===== src/rtl/umul_pkg.sv =====
// ============================================================================
// Module   : umul_pkg
// Brief    : Shared state encoding and stream-length helper for the uMUL_bi
//            job sequencer.
// Revision : 1.0 - initial release
// ============================================================================
`default_nettype none

package umul_pkg;

   typedef enum logic [1:0] {
      S_IDLE = 2'd0,
      S_LOAD = 2'd1,
      S_RUN  = 2'd2,
      S_DONE = 2'd3
   } state_t;

   function automatic int unsigned streamLen(input int unsigned bw);
      return 32'd1 << bw;
   endfunction

endpackage

`default_nettype wire


===== src/rtl/umul_ones_acc.sv =====
// ============================================================================
// Module   : umul_ones_acc
// Brief    : Clearable, enabled counter of 1s seen on a unary product stream.
// Revision : 1.0 - initial release
// ============================================================================
`default_nettype none

module umul_ones_acc #(
   parameter int WIDTH = 9
) (
   input  logic             iClk,
   input  logic             iRstN,
   input  logic             iClr,
   input  logic             iEn,
   input  logic             iBit,
   output logic [WIDTH-1:0] oCount
);

   logic [WIDTH-1:0] rCount;

   always_ff @(posedge iClk or negedge iRstN) begin
      if (!iRstN) begin
         rCount <= '0;
      end else if (iClr) begin
         rCount <= '0;
      end else if (iEn) begin
         rCount <= rCount + {{(WIDTH-1){1'b0}}, iBit};
      end
   end

   assign oCount = rCount;

endmodule

`default_nettype wire


===== src/rtl/umul_bi_seq_ctrl.sv =====
// ============================================================================
// Module   : umul_bi_seq_ctrl
// Brief    : Job sequencer for one bipolar unary multiplier: load B, clear the
//            RNGs, stream A as a thermometer code, count product-stream 1s.
// Revision : 1.0 - initial release
// ============================================================================
`default_nettype none

module umul_bi_seq_ctrl
   import umul_pkg::*;
#(
   parameter int BITWIDTH = 8
) (
   input  logic                iClk,
   input  logic                iRstN,
   input  logic                iValid,
   output logic                oReady,
   input  logic [BITWIDTH-1:0] iA,
   input  logic [BITWIDTH-1:0] iB,
   output logic                oValid,
   input  logic                iReady,
   output logic [BITWIDTH:0]   oResult,
   output logic                oMulA,
   output logic [BITWIDTH-1:0] oMulB,
   output logic                oMulLoadB,
   output logic                oMulClr,
   input  logic                iMulOut
);

   localparam int unsigned          STREAM_LEN = streamLen(BITWIDTH);
   localparam logic [BITWIDTH-1:0]  LAST_CNT   = BITWIDTH'(STREAM_LEN - 1);

   state_t              rState;
   state_t              wNextState;
   logic [BITWIDTH-1:0] rABuf;
   logic [BITWIDTH-1:0] rMulB;
   logic [BITWIDTH-1:0] rCnt;
   logic [BITWIDTH:0]   wAcc;
   logic                wAccept;
   logic                wAccClr;
   logic                wAccEn;

   always_ff @(posedge iClk or negedge iRstN) begin
      if (!iRstN) begin
         rState <= S_IDLE;
      end else begin
         rState <= wNextState;
      end
   end

   always_comb begin
      wNextState = rState;
      oReady     = 1'b0;
      oValid     = 1'b0;
      oMulLoadB  = 1'b0;
      oMulClr    = 1'b0;
      wAccClr    = 1'b0;
      wAccEn     = 1'b0;
      wAccept    = 1'b0;
      case (rState)
         S_IDLE: begin
            oReady  = 1'b1;
            wAccept = iValid;
            if (iValid) begin
               wNextState = S_LOAD;
            end
         end
         S_LOAD: begin
            oMulLoadB  = 1'b1;
            oMulClr    = 1'b1;
            wAccClr    = 1'b1;
            wNextState = S_RUN;
         end
         S_RUN: begin
            wAccEn = 1'b1;
            if (rCnt == LAST_CNT) begin
               wNextState = S_DONE;
            end
         end
         S_DONE: begin
            oValid = 1'b1;
            if (iReady) begin
               wNextState = S_IDLE;
            end
         end
         default: wNextState = S_IDLE;
      endcase
   end

   // Operands are captured only on an accepted handshake; cnt restarts in LOAD.
   always_ff @(posedge iClk or negedge iRstN) begin
      if (!iRstN) begin
         rABuf <= '0;
         rMulB <= '0;
         rCnt  <= '0;
      end else begin
         if (wAccept) begin
            rABuf <= iA;
            rMulB <= iB;
         end
         if (rState == S_LOAD) begin
            rCnt <= '0;
         end else if (rState == S_RUN) begin
            rCnt <= rCnt + 1'b1;
         end
      end
   end

   umul_ones_acc #(
      .WIDTH (BITWIDTH + 1)
   ) uOnesAcc (
      .iClk   (iClk),
      .iRstN  (iRstN),
      .iClr   (wAccClr),
      .iEn    (wAccEn),
      .iBit   (iMulOut),
      .oCount (wAcc)
   );

   // Thermometer stream: A_buf ones followed by zeros, only while running.
   assign oMulA   = (rState == S_RUN) && (rABuf > rCnt);
   assign oMulB   = rMulB;
   assign oResult = oValid ? wAcc : '0;

endmodule

`default_nettype wire

===== config.mk =====
export PLATFORM = sky130hd
export DESIGN_NAME = umul_bi_seq_ctrl
export DESIGN_NICKNAME = d
export VERILOG_FILES = /design/src/rtl/umul_pkg.sv /design/src/rtl/umul_ones_acc.sv /design/src/rtl/umul_bi_seq_ctrl.sv
export SDC_FILE = /design/constraint.sdc
export NUM_CORES = 1
export LEC_CHECK = 0
export CORE_MARGIN = 1.5
export CORE_UTILIZATION = 52
export CTS_BUF_LIST = sky130_fd_sc_hd__clkbuf_2
export DETAILED_ROUTE_END_ITERATION = 8
export HOLD_SLACK_MARGIN = 0.06
export PLACE_DENSITY = 0.87
export SLEW_MARGIN = 20
export SYNTH_ARGS = -nofsm -noshare
export SYNTH_HDL_FRONTEND = slang
export SYNTH_HIERARCHICAL = 1
export SYNTH_SLANG_ARGS = --single-unit

===== constraint.sdc =====
create_clock -name iClk -period 2 [get_ports iClk]
set_input_delay 0.4 -clock iClk [delete_from_list [all_inputs] [get_ports iClk]]
set_output_delay 0.4 -clock iClk [all_outputs]
set_load 0.01 [all_outputs]

; Yosys cells after proc, flatten, opt, wreduce, memory -nomap -nowiden
; Cells that the tools add are included.
[totals]
ff_bits = 35
wordCells = 34
output_inout_bits = 22
inputBits = 21
[classes]
n_lt_le_gt_ge = 1
eq_ne = 7
reduce_logical = 5
n_addsub = 2
muxes = 14
[ops]
columns = operator, count
row1 = 9-bit 2-to-1 mux, 3
row2 = 8-bit 2-to-1 mux, 2
row3 = 9-bit by 1-bit adder with 9-bit output, 1
row4 = 8-bit by 1-bit adder with 8-bit output (second input constant), 1
row5 = 8-bit equality test (second input constant), 1
row6 = 8-bit greater-than comparator, 1
row7 = 2-bit one-hot mux with 4 select lines, 1
row8 = 2-bit 2-to-1 mux, 3
row9 = 2-bit != test (second input constant), 3
row10 = 1-bit 2-to-1 mux, 5
row11 = 2-bit equality test (second input constant), 2
row12 = 2-bit nonzero test, 2
row13 = 3-bit AND reduction, 1
row14 = 2-bit by 1-bit equality test with 1-bit output (second input constant), 1
row15 = 2-bit logical NOT, 1
row16 = 1-bit logical AND, 1

; Logic depth before layout (Yosys ltp)
; Gate-level depths: netlist (run 1).
[logic_depth]
word_depth = 4
ltp_mapped = 6
mapped_depth_nobuf = 6

; Modules after synthesis
; Netlist (run 1), hierarchy kept.
[by_module_without_submodules]
columns = mod, seq_area_each_um2, cells_per_inst, n_inst, area_each_um2
row1 = umul_bi_seq_ctrl, 650.6, 122, 1, 1385.1
row2 = umul_ones_acc, 225.2, 44, 1, 473.0

; Worst setup path before layout (run 1)
; OpenSTA, ideal clock, no wires.
[synth_path]
path_type = register -> register
startpoint = register rState[1]
endpoint = register uOnesAcc.rCount[7], in the netlist uOnesAcc/oCount[7]
slack_ns = 0.127
required_ns = 1.923
setup_ns = 0.077
stages_incl_launch_ff = 7
arrival_time_ns = 1.795
period_less_slack_ns = 1.873
n_path_buf = 1
cell_sequence = dfrtp_1 -> inv_1 -> ha_1 -> buf_6 -> o2111ai_4 -> or4_1 -> a21oi_1
[synth_between]
elab_chain_len = 3
word_cells_on_any_way = 6
cone_classes = 2 x eq/ne / 3 x mux / 1 x reduce/logical
[synth_lines]
columns = element, line_no
row1 = from (decl), umul_bi_seq_ctrl.sv:33  ; state_t rState;
row2 = from (signal assigned), umul_bi_seq_ctrl.sv:47  ; rState <= wNextState;
row3 = 2-bit by 1-bit equality test with 1-bit output *, --
row4 = 1-bit 2-to-1 mux *, --
row5 = net oMulClr, umul_bi_seq_ctrl.sv:26  ; output logic oMulClr,
row6 = 9-bit 2-to-1 mux or 2-bit nonzero test (tied branches), --
row7 = to (signal assigned), umul_ones_acc.sv:27  ; rCount <= rCount + {{(WIDTH-1){1'b0}}, iBit};
row8 = to (decl), umul_ones_acc.sv:19  ; logic [WIDTH-1:0] rCount;
; The timed path passes the listed nets; every way through them passes the cells marked *.
; A chain may end at the register's enable or synchronous reset.

; Worst setup path after layout (run 1)
[layout_path]
startpoint = register rCnt[1]
endpoint = output port oMulA
[layout_between]
elab_chain_len = 2
[layout_lines]
columns = element, line_no
row1 = from (decl), umul_bi_seq_ctrl.sv:37  ; logic [BITWIDTH-1:0] rCnt;
row2 = from (signal assigned), umul_bi_seq_ctrl.sv:104  ; rCnt <= rCnt + 1'b1;
row3 = 8-bit greater-than comparator, umul_bi_seq_ctrl.sv:121  ; assign oMulA = (rState == S_RUN) && (rABuf > rCnt);
row4 = 1-bit logical AND, umul_bi_seq_ctrl.sv:121
row5 = to (decl), umul_bi_seq_ctrl.sv:23  ; output logic oMulA,
; No other way between the ends.

==> results of run 1 <==
[power groups by stage]
stage          logic [mW]  registers [mW]  clock network, mW
6_report             2.01            1.16              0.449
5_1_grt              2.19            1.19              0.491
4_1_cts              1.94            1.15              0.454
3_5_place_dp         1.83            1.15                  0
3_3_place_gp         1.71            1.12                  0
2_1_floorplan        1.04            1.16                  0
[cell type report]
type	count	area (um^2)	area share [%]
Clock inverter	1	30.0	1.16
Timing Repair Buffer	64	568	22.0
Sequential cell	35	878	34.1
Multi-Input combinational cell	113	966	37.5
Tap cell	46	57.6	2.23
Inverter	13	48.8	1.89
Clock buffer	6	30.0	1.16
[worst paths after layout]
| check | slack (ns) | cells after the start | to | startpoint |
|---|---|---|---|---|
| max reg2reg | 0.01 | 6 | rState[1]$_DFFE_PN0P_ | rCnt[1]$_DFFE_PN0P_ |
| min in group iClk | 0.53 | 1 | oMulB[0]$_DFFE_PN0P_ | oMulB[0]$_DFFE_PN0P_ |
| min | 0.39 | 2 | rCnt[7]$_DFFE_PN0P_ | iRstN |
| max | -0.19 | 7 | oMulA | rCnt[1]$_DFFE_PN0P_ |
| min reg2reg | 0.53 | 1 | oMulB[0]$_DFFE_PN0P_ | oMulB[0]$_DFFE_PN0P_ |
| max in group asynchronous | 1.27 | 2 | rState[1]$_DFFE_PN0P_ | iRstN |
[routing by layer]
metal / vias up / wire [um] / part of all wire, % / track usage (%)
met1: 733 / 1710 / 38 / 26.5
met2: 58 / 2400 / 53 / 43.0
met5: - / 0 / 0 / 0
met4: 0 / 179 / 4.0 / 13.6
li1: 721 / - / - / -
met3: 19 / 231 / 5.1 / 8.11
[worst max-delay path: cells and delay by family, from the launching register on]
kind | cells | cell delay, ns
fa+ha+maj | 1 | 0.26
flops | 1 | 0.40
buf+inv | 2 | 0.21
compound gates | 3 | 0.38
simple gates | 1 | 0.12
[layout by cell type (no fill, tap or decap), types with 2 or more instances in the layout]
| cell type | instances |
|---|---|
| dlygate4sd2_1 | 13 |
| inv_2 | 3 |
| clkbuf_2 | 6 |
| or4_1 | 3 |
| xnor2_1 | 3 |
| nand2_1 | 5 |
| a21oi_1 | 11 |
| o22ai_1 | 2 |
| o31ai_1 | 3 |
| ha_1 | 11 |
| dfrtp_1 | 33 |
| a21o_1 | 2 |
| mux2i_1 | 3 |
| xor2_1 | 3 |
| nand3_1 | 4 |
| clkdlybuf4s50_1 | 28 |
| o21ai_0 | 4 |
| nand4_1 | 5 |
| and2_1 | 9 |
| mux2_2 | 16 |
| dfrtp_2 | 2 |
| nor2_1 | 8 |
| ha_4 | 4 |
| inv_1 | 10 |
| buf_4 | 21 |
[Yosys cell counts, types with 3 or more instances]
cell     count  area (um^2)
xor2_1       3         26.3
ha_1        15          188
and2_1       9         56.3
nand2_1      5         18.8
or4_1        4         30.0
a21oi_1     11         55.1
mux2_2      16          180
o21ai_0      4         20.0
o31ai_1      3         22.5
nor2_1       8         30.0
dfrtp_1     35          876
nand4_1      5         31.3
mux2i_1      3         30.0
nand3_1      5         25.0
xnor2_1      3         26.3
inv_1       13         48.8
[cells by family (layout without fill, tap and decap cells)]
family,Yosys count,count (layout),share of synthesized area [%]
and+or+nand+nor,44,44,13.1
DFF,35,35,47.1
AOI/OAI and AO/OA,28,28,10.3
muxes,20,20,12.1
buffers and inverters,18,84,4.44
adders and majority gates,15,15,10.1
xor gates and xnor gates,6,6,2.83
[repair_timing]
item                       4_1_cts  5_1_grt
resized for setup               28        5
pin swaps                        3        1
setup endpoints to repair       14        3
setup buffers                    4        0
[sequential cells by signal, indices dropped and copies added (netlist names)]
name / count
uOnesAcc/oCount: 9
oMulB: 8
rABuf: 8
rCnt: 8
rState: 2
==> results.md, run 1 <==
* Syn. warnings at 6
* Crit path launch type: flip-flop
* RSZ-0062 raised after global routing: true
* Util after Layout at 76.1%
* Max-cap viol count at 0
* Async set-or-reset flop fraction in the synthesized netlist at 100%
* Worst Setup End Kind: output port
* TritonCTS Sinks at 35
* Post-synth net total at 202
* Synth unique cells at 35
* Post-route setup TNS at -0.188 ns
* Die X at 62.8 um
* P&R area growth vs syn at 38.8%
* Post-Syn Area per Cell at 11.2 um^2
* Clock share of power at 12.4%
* Final min period at 2.19 ns
* Core area at 3390 um^2
* Dpl cell area at 2440 um^2
* Final Hold Viols at 0
* Worst setup margin at -0.188 ns
* Worst EP arrival at 1.79 ns
* Root buffer cell: clkbuf_2
* DR vias at 1531
* Leakage at 1.18 nW
* GRT Overall Usage at 24.7%
* Share of layout cells above drive strength 1 at 25.9%
* Fillers at 237
* Placer Congestion at 0.821
* Ys flop type: dfrtp_1
* Non-Filler Instances at 278
* Syn Std Cell Area at 1860 um^2
* Sequential fraction of the synthesis area at 47.1%
* Slowest cell on the critical path: dfrtp_1
* Ports at 43
* Post-route ant nets at 0
* Failing checks: negative setup slack
* Number of global-route vias before repair at 1606
* Design Area, Final at 2580 um^2
* Fin Hold WS at 0.390 ns
* DIE AREA at 3940 um^2
* Residual DRC at 0
* Mapped Cells at 166
* Port bufs at 42
* Largest net degree at the start of global routing at 36
* Combinational Power Share at 55.5%
* Final wirelength at 4.53 mm
* Setup WS pre-CTS at -0.160 ns
* Worst slew margin at 70.0%
* Outcome: complete, but fails checks
* Tcrit/Tclk final at 109%
* Initial antenna violation count at 0
* Routed len/inst at 16.3 um
* Die Y at 62.8 um
* Hold WC Path Type: input port to async pin
* Crit-path cells: inv_2 -> ha_4 -> nor2b_4 -> o211ai_1 -> a21o_1 -> a31oi_1 -> buf_2
* CTS tree: yes
* Clk slew on worst S/H paths at 0.18 ns
* Htree depth at 2
* Worst clock skew at 0.0216 ns
* Yosys reg bits at 35
* Flop pwr share at 32.1%
* Worst slew pin tran at 0.449 ns
* Critical Path RT at 1.60 ns
* Iteration-0 DRC Markers at 105
* DR vias/cell at 5.51
* Pins Over Slew Limit at 0
* # diodes at 0
* Total design power at 3.62 mW
* Crit path kind: flip-flop to output port
* Congestion Overflow GR at 0
* Switching power at 1.37 mW
* Worst VDD drop at 892 uV
* Worst path max stage delay at 0.40 ns
* PwrDens at 1400 nW/um^2
* Peak Freq at 457 MHz
* Total CTS buffers at 5
* CP max FO at 2
* Initial Util at 54.8%
* Worst-Skew Late Latency at 0.41 ns
* Drt first pass iters at 4
* Final nets at 268
* Clk buf depth at 2
* Count of final setup violators at 1
* First-pass GRT wire length at 7.34 mm
* DP HPWL at 3.22 mm
* Hold Buf Count CTS at 0
* Cells after DPL at 267
* Cell row count at 21
* Internal power at 2.25 mW
* Number of flops mapped to enable cells by yosys at 0
* Switching Share at 37.8%
Note: power is estimated with default switching activity, not from simulation.
==> run 2, diff against run 1 <==
CAP_MARGIN = 30   (was unset)
SKIP_LAST_GASP = 1   (was unset)
==> results.md, run 2 (synthesis results as in run 1) <==
* Placer Congestion at 0.821 (unchanged)
* CP max FO at 2 (unchanged)
* Final Hold Viols at 0 (unchanged)
* DR vias at 1550 (+1.2%)
* Drt first pass iters at 4 (unchanged)
* Worst-Skew Late Latency at 0.41 ns (about the same)
* Clock share of power at 12.4% (about the same)
* PwrDens at 1390 nW/um^2 (-1.1%)
* First-pass GRT wire length at 7.36 mm (+0.19%)
* Congestion Overflow GR at 0 (unchanged)
* Design Area, Final at 2620 um^2 (+1.6%)
* Share of layout cells above drive strength 1 at 27.1% (+1.3 points)
* Pins Over Slew Limit at 0 (unchanged)
* Worst slew margin at 69.9% (-0.18 points)
* DP HPWL at 3.22 mm (unchanged)
* Final nets at 272 (+1.5%)
* Port bufs at 42 (unchanged)
* Total CTS buffers at 5 (unchanged)
* Switching Share at 37.7% (-0.070 points)
* # diodes at 0 (unchanged)
* Initial Util at 54.8% (unchanged)
* CTS tree: yes
* Combinational Power Share at 55.7% (+0.2 points)
* Fillers at 225 (-5.1%)
* Flop pwr share at 31.8% (-0.3 points)
* Crit path launch type: flip-flop
* Max-cap viol count at 0 (unchanged)
* Register Area at 878 um^2 (unchanged)
* Cell row count at 21 (unchanged)
* Total design power at 3.63 mW (+0.47%)
* Ports at 43 (unchanged)
* DIE AREA at 3940 um^2 (unchanged)
* Switching power at 1.37 mW (+0.28%)
* Htree depth at 2 (unchanged)
* Reg2reg path depth at 6 (unchanged)
* Most frequent cells in the layout: 37 x clkdlybuf4s50_1, 33 x dfrtp_1, 25 x buf_4, 16 x mux2_2, 11 x a21oi_1
* Util after Layout at 77.3% (+1.2 points)
* P&R area growth vs syn at 40.9%
* Clk buf depth at 2 (unchanged)
* Worst clock skew at 0.0267 ns (+0.00509 ns)
* Residual DRC at 0 (unchanged)
* Largest register FFs at 9 (unchanged)
* Largest net degree at the start of global routing at 36 (unchanged)
* Count of final setup violators at 10 (+9)
* Root buffer cell: clkbuf_2
* Area of the multi-input gates at 961 um^2 (-0.52%)
* Fin Hold WS at 0.383 ns (-0.00701 ns)
* Initial antenna violation count at 0 (unchanged)
* Internal power at 2.26 mW (+0.59%)
* Iteration-0 DRC Markers at 102 (-2.9%)
* Core area at 3390 um^2 (unchanged)
* Number of global-route vias before repair at 1610 (+0.25%)
* DR vias/cell at 5.50 (-0.20%)
* Tcrit/Tclk final at 111% (+2.0 points)
* TritonCTS Sinks at 35 (unchanged)
* Leakage at 1.16 nW (-1.8%)
* GRT Overall Usage at 24.8% (+0.039 points)
* Critical Path RT at 1.60 ns (about the same)
* R2R Path End: rState[1]$_DFFE_PN0P_
* Routed len/inst at 16.4 um (+0.65%)
* Final min period at 2.23 ns (+0.0399 ns)
* Setup WS pre-CTS at -0.160 ns (unchanged)
* Final wirelength at 4.62 mm (+2.1%)
* Peak Freq at 449 MHz (-1.8%)
* Hold WC Path Type: input port to async pin
* Dpl cell area at 2440 um^2 (unchanged)
* R2R setup slack at 0.01 ns (about the same)
* Worst setup margin at -0.228 ns (-0.0399 ns)
* Outcome: complete, but fails checks
* Worst EP arrival at 1.83 ns (+0.04 ns)
* Post-route ant nets at 0 (unchanged)
* Worst VDD drop at 887 uV (-0.59%)
* Commonest non-fill, non-tap cell in the layout: clkdlybuf4s50_1
* Failing checks: negative setup slack
* Die X at 62.8 um (unchanged)
* Die Y at 62.8 um (unchanged)
* Worst slew pin tran at 0.452 ns (+0.00271 ns)
* Crit path kind: flip-flop to output port
* Clk slew on worst S/H paths at 0.19 ns (about the same)
* Worst Setup End Kind: output port
* Crit Reg-Reg Startpoint: rCnt[1]$_DFFE_PN0P_
* RSZ-0062 raised after global routing: true
run 2: timing repair:
item | CTS | global route
gates resized for setup | 18 | 6
cloned | 0 | 0
hold buffers | 0 | 0
buffers inserted | 4 | 4
pin swaps | 3 | 4
endpoints found under the setup margin | 14 | 13
run 2: metrics by stage:
stage / std cells / setup TNS (ns)
6_report: 282 / -1.17
5_1_grt: 282 / -2.27
4_1_cts: 278 / -1.39
3_5_place_dp: 267 / -0.284
3_3_place_gp: 267 / -0.158
2_1_floorplan: 166 / 0
run 2: final cells by class:
cell class / count / share of cell area (%)
well taps: 46 / 2.20
clock inverters: 1 / 1.15
clock buffers: 6 / 1.15
multi-input cells: 113 / 36.7
repair buffers: 68 / 23.4
inverters: 13 / 1.86
flip-flops and latches: 35 / 33.5
run 2: worst max path at each step:
stage | from | endpoint | slack [ns] | depth (start not counted)
floorplan | rState[1]$_DFFE_PN0P_ | uOnesAcc/oCount[7]$_DFFE_PN0P_ | 0.13 | 6
global placement | rCnt[1]$_DFFE_PN0P_ | oMulA | -0.10 | 7
detailed placement | rABuf[1]$_DFFE_PN0P_ | oMulA | -0.16 | 6
CTS | rCnt[1]$_DFFE_PN0P_ | oMulA | -0.18 | 7
global route | rCnt[1]$_DFFE_PN0P_ | oMulA | -0.29 | 7
finish | rCnt[1]$_DFFE_PN0P_ | oMulA | -0.23 | 7
run 2: metal layers:
metal  vias to the layer above  track usage (%)  share of wire (%)
met1                       750             26.6                 39
li1                        732                -                  -
met2                        51             43.0                 53
met3                        17             8.11                4.4
met5                         -                0                  0
met4                         0             13.6                3.6
run 2: critical path, cell delays in order (launching register included):
cell and delay [ns]:
dfrtp_1 0.40, inv_2 0.06, ha_4 0.26, nor2b_1 0.14, o211ai_1 0.10, a21o_1 0.17, a31oi_1 0.14, buf_2 0.15
run 2: power by group through the flow:
stage | sequential [mW] | clock [mW] | combinational [mW]
floorplan | 1.16 | 0 | 1.04
global placement | 1.12 | 0 | 1.71
detailed placement | 1.15 | 0 | 1.83
CTS | 1.15 | 0.454 | 1.95
global route | 1.18 | 0.491 | 2.20
finish | 1.16 | 0.452 | 2.03
==> run 3, diff against run 2 <==
PLACE_DENSITY = 0.86   (was 0.87)
SYNTH_HIERARCHICAL = unset   (was 1)
==> results.md, run 3 <==
* Leading cell types by count after synthesis: 35 x dfrtp_1, 17 x mux2_2, 16 x inv_1
* Crit path launch type: flip-flop
* Syn. warnings at 0 (-6)
* GRT Overall Usage at 24.0% (-0.76 points)
* Worst Setup End Kind: output port
* Worst EP arrival at 1.84 ns (about the same)
* Largest net degree at the start of global routing at 36 (unchanged)
* Commonest non-fill, non-tap cell in the layout: dfrtp_1
* CTS tree: yes
* Largest register FFs at 9 (unchanged)
* Worst VDD drop at 911 uV (+2.7%)
* Core area at 3440 um^2 (+1.6%)
* Ys flop type: dfrtp_1
* # diodes at 0 (unchanged)
* Yosys reg bits at 35 (unchanged)
* Port bufs at 42 (unchanged)
* Synth top area share at 45.8% (-1.4 points)
* Routed len/inst at 15.5 um (-5.5%)
* Hold Buf Count CTS at 0 (unchanged)
* Total CTS buffers at 5 (unchanged)
* Ports at 43 (unchanged)
* R2R setup slack at -0.01 ns (-0.02 ns)
* Congestion Overflow GR at 0 (unchanged)
* Post-synth net total at 210 (+4.0%)
* Routing usage on met3 at 5.71% (-2.4 points)
* Setup WS pre-CTS at -0.140 ns (+0.0193 ns)
* Met1 usage at 27.4% (+0.81 points)
* Sequential fraction of the synthesis area at 45.8% (-1.4 points)
* Crit Reg-Reg Startpoint: rCnt[1]$_DFFE_PN0P_
* Root buffer cell: clkbuf_2
* Worst clock skew at 0.0133 ns (-0.0133 ns)
* Die Y at 63.7 um (+1.4%)
* Clk buf depth at 2 (unchanged)
* Post-Syn Area per Cell at 11.0 um^2 (-1.8%)
* Cells after DPL at 272 (+1.9%)
* Number of flops mapped to enable cells by yosys at 0 (unchanged)
* Total design power at 4.21 mW (+16%)
* Placer Congestion at 0.838 (+2.1%)
* Final nets at 280 (+2.9%)
* Crit-path cells: inv_2 -> ha_4 -> nor2b_4 -> o211ai_1 -> a21oi_1 -> o21ba_2 -> buf_6
* Fillers at 234 (+4.0%)
* DP HPWL at 3.13 mm (-2.6%)
* TritonCTS Sinks at 35 (unchanged)
* Die X at 63.7 um (+1.4%)
* Pins Over Slew Limit at 0 (unchanged)
* Initial antenna violation count at 0 (unchanged)
* Synth unique cells at 34 (-2.9%)
* Share of layout cells above drive strength 1 at 33.5% (+6.4 points)
* Outcome: complete, but fails checks
* Tcrit/Tclk final at 112% (+0.73 points)
* Post-route setup TNS at -0.252 ns (+0.915 ns)
* Hold WC Path Type: input port to async pin
* DR vias at 1552 (+0.13%)
* Ranking of synthesized cells by area: dfrtp_1 46%, mux2_2 10%, ha_1 9.8%
* PwrDens at 1570 nW/um^2 (+13%)
* Drt first pass iters at 4 (unchanged)
* Peak Freq at 446 MHz (-0.65%)
* Worst slew pin tran at 0.435 ns (-0.0167 ns)
* Worst path max stage delay at 0.44 ns (+0.04 ns)
* DR vias/cell at 5.33 (-3.0%)
* Most used routing layer in global routing: met2
* Dpl cell area at 2480 um^2 (+1.7%)
* Dominant cell type by area after synthesis: dfrtp_1
* Critical Path RT at 1.60 ns (about the same)
* Iteration-0 DRC Markers at 134 (+31%)
* Worst-Skew Late Latency at 0.39 ns (-0.02 ns)
* RSZ-0062 raised after global routing: true
* Final wirelength at 4.51 mm (-2.5%)
* Final Hold Viols at 0 (unchanged)
* Non-Filler Instances at 291 (+3.2%)
* Worst setup margin at -0.242 ns (-0.0146 ns)
* Slowest cell on the critical path: dfrtp_1
* R2R Path End: rState[1]$_DFFE_PN0P_
* Mapped Cells at 174 (+4.8%)
* Final min period at 2.24 ns (+0.0146 ns)
* Max-cap viol count at 0 (unchanged)
* Residual DRC at 0 (unchanged)
* Reg2reg path depth at 8 (+2)
* Post-route ant nets at 0 (unchanged)
* Design Area, Final at 2680 um^2 (+2.5%)
* P&R area growth vs syn at 40.3%
* Syn Std Cell Area at 1910 um^2 (+3.0%)
* Initial Util at 55.6% (+0.76 points)
* Cell row count at 21 (unchanged)
* Leakage at 1.26 nW (+8.5%)
* First-pass GRT wire length at 7.47 mm (+1.6%)
* Async set-or-reset flop fraction in the synthesized netlist at 100% (unchanged)
* Global-route met2 utilization at 43.8% (+0.81 points)
* Count of final setup violators at 2 (-8)
* DIE AREA at 4050 um^2 (+2.8%)
* Htree depth at 2 (unchanged)
* Failing checks: negative setup slack
* Worst slew margin at 71.0% (+1.1 points)
* Most frequent cells in the layout: 34 x dfrtp_1, 28 x clkdlybuf4s50_1, 24 x buf_4, 17 x mux2_2, 14 x inv_1
* Crit path kind: flip-flop to output port
* CP max FO at 2 (unchanged)
* Number of global-route vias before repair at 1639 (+1.8%)
* Clk slew on worst S/H paths at 0.18 ns (about the same)
* Top-count cell post-synth: dfrtp_1
run 3: cell type report:
class                           instances  area [um^2]  share of cell area (%)
Timing Repair Buffer                   69          617                    23.0
Sequential cell                        35          877                    32.7
Tap cell                               46         57.6                    2.14
Clock inverter                          3         38.8                    1.45
Clock buffer                            5         25.0                   0.932
Multi-Input combinational cell        117         1010                    37.6
Inverter                               16         60.1                    2.24
run 3: stage by stage:
step	hold WS, ns	util [%]
5_1_grt	0.407	78.0
6_report	0.402	78.0
4_1_cts	0.398	76.0
2_1_floorplan	0.104	-
3_5_place_dp	0.493	72.0
3_3_place_gp	0.486	72.0
run 3: worst max-delay path, delay by kind of cell (launching register included):
family	cells	cell delay (ns)
flops	1	0.44
buf+inv	2	0.20
fa+ha+maj	1	0.20
simple gates	1	0.12
compound gates	3	0.49
run 3: routing by layer:
layer | wire, um | up-vias
met4 | 102 | 0
met1 | 1790 | 756
li1 | - | 743
met2 | 2450 | 43
met5 | 0 | -
met3 | 164 | 10
run 3: what timing repair did:
action                     4_1_cts  5_1_grt
setup endpoints to repair       14       10
resized for setup               35       32
pin swaps                        2        5
gates cloned                     0        0
setup buffers                    8        3
run 3: worst max-delay path by stage:
stage                         startpoint  endpoint  slack (ns)
CTS                 rABuf[1]$_DFFE_PN0P_     oMulA       -0.28
floorplan            rCnt[1]$_DFFE_PN0P_     oMulA        0.38
finish               rCnt[1]$_DFFE_PN0P_     oMulA       -0.24
detailed placement   rCnt[1]$_DFFE_PN0P_     oMulA       -0.14
global placement    rABuf[1]$_DFFE_PN0P_     oMulA       -0.08
global route         rCnt[1]$_DFFE_PN0P_     oMulA       -0.32
run 3: kinds of logic after synthesis:
logic type      after synthesis  share of synthesized area [%]
flops                        35                           45.8
xor+xnor                      6                           2.75
mux                          21                           12.4
simple gates                 51                           16.1
buf+inv                      22                           4.77
fa+ha+maj                    15                           9.81
compound gates               24                           8.44
run 3: where the power goes:
group	internal (mW)	switching (mW)
Clock	0.206	0.237
Combinational	1.40	1.12
Sequential	1.02	0.229
Total	2.63	1.58
